### config.mk
export PLATFORM = sky130hd
export DESIGN_NAME = fifo_rd_framer
export DESIGN_NICKNAME = d
export VERILOG_FILES = /design/src/rtl/fifo_rd_framer.sv
export SDC_FILE = /design/constraint.sdc
export NUM_CORES = 1
export LEC_CHECK = 0
export CELL_PAD_IN_SITES_DETAIL_PLACEMENT = 2
export CELL_PAD_IN_SITES_GLOBAL_PLACEMENT = 2
export CORE_MARGIN = 2
export CORE_UTILIZATION = 31
export CTS_CLUSTER_SIZE = 20
export DETAILED_ROUTE_END_ITERATION = 7
export PLACE_DENSITY = 0.81
export SLEW_MARGIN = 20
export SYNTH_ARGS = -nofsm -noshare
export SYNTH_HDL_FRONTEND = slang
export SYNTH_SLANG_ARGS = --single-unit
### constraint.sdc
create_clock -name rclk -period 2.2 [get_ports rclk]
set_clock_uncertainty 0.05 [all_clocks]
set_input_delay 0.44 -clock rclk [delete_from_list [all_inputs] [get_ports rclk]]
set_output_delay 0.44 -clock rclk [all_outputs]
set_load 0.02 [all_outputs]
### src/rtl/fifo_rd_framer.sv
// fifo_rd_framer: pops a FWFT FIFO and emits header/length/payload/checksum frames on a valid/ready stream
`timescale 1ns/1ps
module fifo_rd_framer #(
  parameter int DSIZE = 8,
  parameter int PKT_LEN = 16,
  parameter logic [DSIZE-1:0] HDR_BYTE = 8'hA5,
  parameter int CNT_W = 16
) (
  input  logic             rclk,
  input  logic             rrst,
  input  logic             en,
  input  logic [DSIZE-1:0] rdata,
  input  logic             rempty,
  output logic             rinc,
  output logic [DSIZE-1:0] out_data,
  output logic             out_valid,
  input  logic             out_ready,
  output logic             out_sof,
  output logic             out_eof,
  output logic             busy,
  output logic [CNT_W-1:0] frame_cnt,
  output logic [CNT_W-1:0] stall_cnt
);
  typedef enum logic [2:0] {IDLE, HDR, LEN, PAY, CSUM} state_t;
  state_t state, state_n;
  logic [DSIZE-1:0] sum, cnt, ld_data;
  logic slot_free, load, last;
  always_comb begin
    slot_free = !out_valid || out_ready;
    rinc = state == PAY && slot_free && !rempty && !rrst;
    last = cnt == DSIZE'(PKT_LEN - 1);
    load = rinc || (slot_free && (state == HDR || state == LEN || state == CSUM));
    ld_data = state == HDR ? HDR_BYTE : state == LEN ? DSIZE'(PKT_LEN) : state == CSUM ? -sum : rdata;
    busy = state != IDLE;
    state_n = state == IDLE ? (en && !rempty ? HDR : IDLE) :
              state == HDR  ? (slot_free ? LEN : HDR) :
              state == LEN  ? (slot_free ? PAY : LEN) :
              state == PAY  ? (rinc && last ? CSUM : PAY) :
                              (slot_free ? IDLE : CSUM);
  end
  always_ff @(posedge rclk) begin
    if (rrst) begin
      state <= IDLE;
      out_valid <= 1'b0;
      out_data <= '0;
      out_sof <= 1'b0;
      out_eof <= 1'b0;
      sum <= '0;
      cnt <= '0;
      frame_cnt <= '0;
      stall_cnt <= '0;
    end else begin
      state <= state_n;
      if (load) begin
        out_valid <= 1'b1;
        out_data <= ld_data;
        out_sof <= state == HDR;
        out_eof <= state == CSUM;
      end else if (slot_free) out_valid <= 1'b0;
      if (rinc) begin
        sum <= sum + rdata;
        cnt <= cnt + 1'b1;
      end
      if (state == CSUM && slot_free) begin
        sum <= '0;
        cnt <= '0;
        frame_cnt <= frame_cnt + 1'b1;
      end
      if (state == PAY && rempty && stall_cnt != '1) stall_cnt <= stall_cnt + 1'b1;
    end
  end
endmodule

==> impl_metrics.yaml <==
final_layout:
  seqCellArea_sq_mm: 0.00124
  multi_input_area_sq_mm: 0.00180
  n_antenna_cell: 0
  layout.nets: 498
  layout-drive-gt1-share: 0.163
  final_common_cell: "dfxtp_1"
  fillers: 1112
  syn_to_final_growth_pct: 38.4
  design_area_sq_mm: 0.00434
  final_cell_mix: "dfxtp_1 (61), nor2_1 (54), clkdlybuf4s50_1 (54)"
timing:
  finalSetupViolCount: 0
  worst_pin_slew_ns: 0.531
  min_period_over_period: 0.978
  slew_violations: 0
  hold_viol: 0
  rsz0062_at_grt: "true"
  fmax_mhz: 465
  fin_crit_ns: 2.15
  tns_ns: 0
  maxSlewHeadroom: 0.646
synthesis:
  synthDistinctLibCells: 49
  async_flop_share: 0
  ys.flop_type: "dfxtp_1"
  synth_nets: 397
  synth-edff-count: 0
  synth_seq_cells: 62
  netlist_instances: 372
  yosysSeqAreaShare: 0.396
  yosysWarnings: 0
  avgSynthCellArea_sq_um: 8.43
  synth_area_sq_mm: 0.00313
placed_design:
  dp_hpwl_um: 7900
  port_buffers: 57
  place_area_sq_mm: 0.00415
  globalplace.congestion: 0.864
clock_network:
  clk_pin_slew_ns: 0.07
  cts-buffers-inserted: 9
  root_buffer: "clkbuf_8"
  cts_num_sinks: 62
  insertion_delay_ns: 0.36
  cts_hold_buf: 0
  cts_tree: "done"
  h-tree-depth: 3
  cts.path.max_buffers: 2
critical_path:
  critPathKind: "input port to register"
  critical-path-max-stage-delay_ns: 0.49
  cp.arrival_ns: 2.41
  cp.required_ns: 2.45
  cp-start-kind: "input port"
  crit_fanout: 2
  end_kind: "register"
  worst_path_max_delay_cell: "or4_4"
  crit_chain: "clkdlybuf4s50_1 > ha_1 > a21o_1 > a41oi_2 > and3_1 > or4_4 > a21oi_1 > nand2b_1"
global_route:
  grt_max_degree: 49
  gr-total-overflow: 0
  grtUsageTotal: 0.196
  grt_pass1_vias: 3422
  antenna_found_initial: 0
  grt_pass1_wl_um: 17200
flow_run:
  maxCapViolCount: 0
die:
  core_sq_mm: 0.00977
  io_pins: 58
  dieArea_sq_mm: 0.0109
  die_w_um: 105
  die_y_um: 105
  start_util: 0.321
  row_count: 36
routing:
  drtIter0Drc: 93
  drc: 0
  num_vias: 3050
  via_per_inst: 4.99
  drt-total-wl_um: 10200
  route.antenna.remaining_nets: 0
  post_drt_wl_per_cell_um: 16.7
  drt-pass1-iter-count: 4
power:
  p_leak_nw: 1.71
  ir_worst_vdd_v: 0.000336
  power_density_mw_per_mm2: 684
status:
  status: "completed"
min_path:
  hp-class: "register to register"
critical path, delay by kind of cell:
family / cells / cell delay (ns)
buffers and inverters: 1 / 0.45
adders and majority gates: 1 / 0.30
AOI/OAI and AO/OA: 3 / 0.42
and+or+nand+nor: 3 / 0.80
cells by family (layout without fill, tap and decap cells):
logic type               count (synthesis)  count (layout)  synth area share
XOR/XNOR                                43              43             0.120
adder cells (fa/ha/maj)                 12              12            0.0503
flip-flops                              62              62             0.396
multiplexers                             1               1           0.00319
AO/OA/AOI/OAI                           67              67             0.138
buffers and inverters                   25             131            0.0331
AND/OR/NAND/NOR                        162             162             0.259
synthesized netlist by cell type (2+ instances only):
master / count / area, sq um
o21a_1: 2 / 15.0
dfxtp_1: 62 / 1240
buf_1: 2 / 7.51
inv_1: 12 / 45.0
or3_1: 4 / 25.0
clkbuf_1: 4 / 15.0
nand4_1: 9 / 56.3
nand2_1: 38 / 143
ha_1: 11 / 138
a21o_1: 3 / 22.5
a221oi_1: 2 / 17.5
nor3_1: 9 / 45.0
and3_1: 9 / 56.3
and4_1: 3 / 26.3
o211ai_1: 3 / 22.5
nand3_1: 19 / 95.1
nand2b_1: 3 / 18.8
o21ai_0: 16 / 80.1
nor2_1: 54 / 203
a22oi_1: 5 / 37.5
a21oi_1: 23 / 115
xor2_1: 27 / 236
nor2b_1: 2 / 12.5
buf_2: 5 / 25.0
a21oi_2: 2 / 17.5
xnor2_1: 16 / 140
a211oi_1: 5 / 37.5
timing repair:
action | in CTS | in global routing
setup buffers | 0 | 0
setup endpoints to repair | 2 | 3
gates resized for setup | 2 | 4
endpoints found under the hold margin | 0 | 0
final cells by class:
cell class / count / share of cell area
Clock buffer: 11 / 0.0326
Clock inverter: 5 / 0.00808
Inverter: 13 / 0.0113
Multi-Input combinational cell: 285 / 0.415
Sequential cell: 62 / 0.286
Tap cell: 133 / 0.0384
Timing Repair Buffer: 102 / 0.208
flip-flops by register name, summed over array words and instances (netlist names):
signal,count
cnt,8
state,3
sum,8
out_eof,1
out_valid,1
frame_cnt,16
stall_cnt,16
out_sof,1
out_data,8
path summary, 6_finish.rpt:
| kind | from | endpoint | slack [ns] | cells past startpoint |
|---|---|---|---|---|
| setup / recovery | rdata[1] | sum[7] | 0.05 | 8 |
| hold / removal | frame_cnt[1] | frame_cnt[1] | 0.45 | 2 |
| setup reg to reg | sum[1] | sum[7] | 0.22 | 7 |
| hold reg to reg | frame_cnt[1] | frame_cnt[1] | 0.45 | 2 |
layer usage:
layer / GRT usage / wire length [um] / vias to the layer above
met1: 0.219 / 4310 / 1496
met2: 0.366 / 5420 / 52
li1: - / - / 1491
met3: 0.0480 / 316 / 11
met5: 0 / 0 / -
met4: 0.0598 / 178 / 0
power breakdown:
part	total, mW	leakage, nW	switching (mW)	internal [mW]
Sequential	1.26	0.501	0.0607	1.20
Clock	0.918	0.0893	0.479	0.439
Combinational	0.790	1.12	0.443	0.347
stage by stage:
step	util	power (mW)	hold slack [ns]	worst slack, ns	cells
after floorplan	-	1.69	0.408	0.277	372
after global placement	0.424	2.04	0.413	-0.263	595
after detailed placement	0.424	2.08	0.443	-0.374	595
after CTS	0.442	3.02	0.456	0.00674	611
after global routing	0.444	3.13	0.484	-0.0533	611
final	0.444	2.97	0.454	0.0482	611
Power figures use the tool's default switching activity.
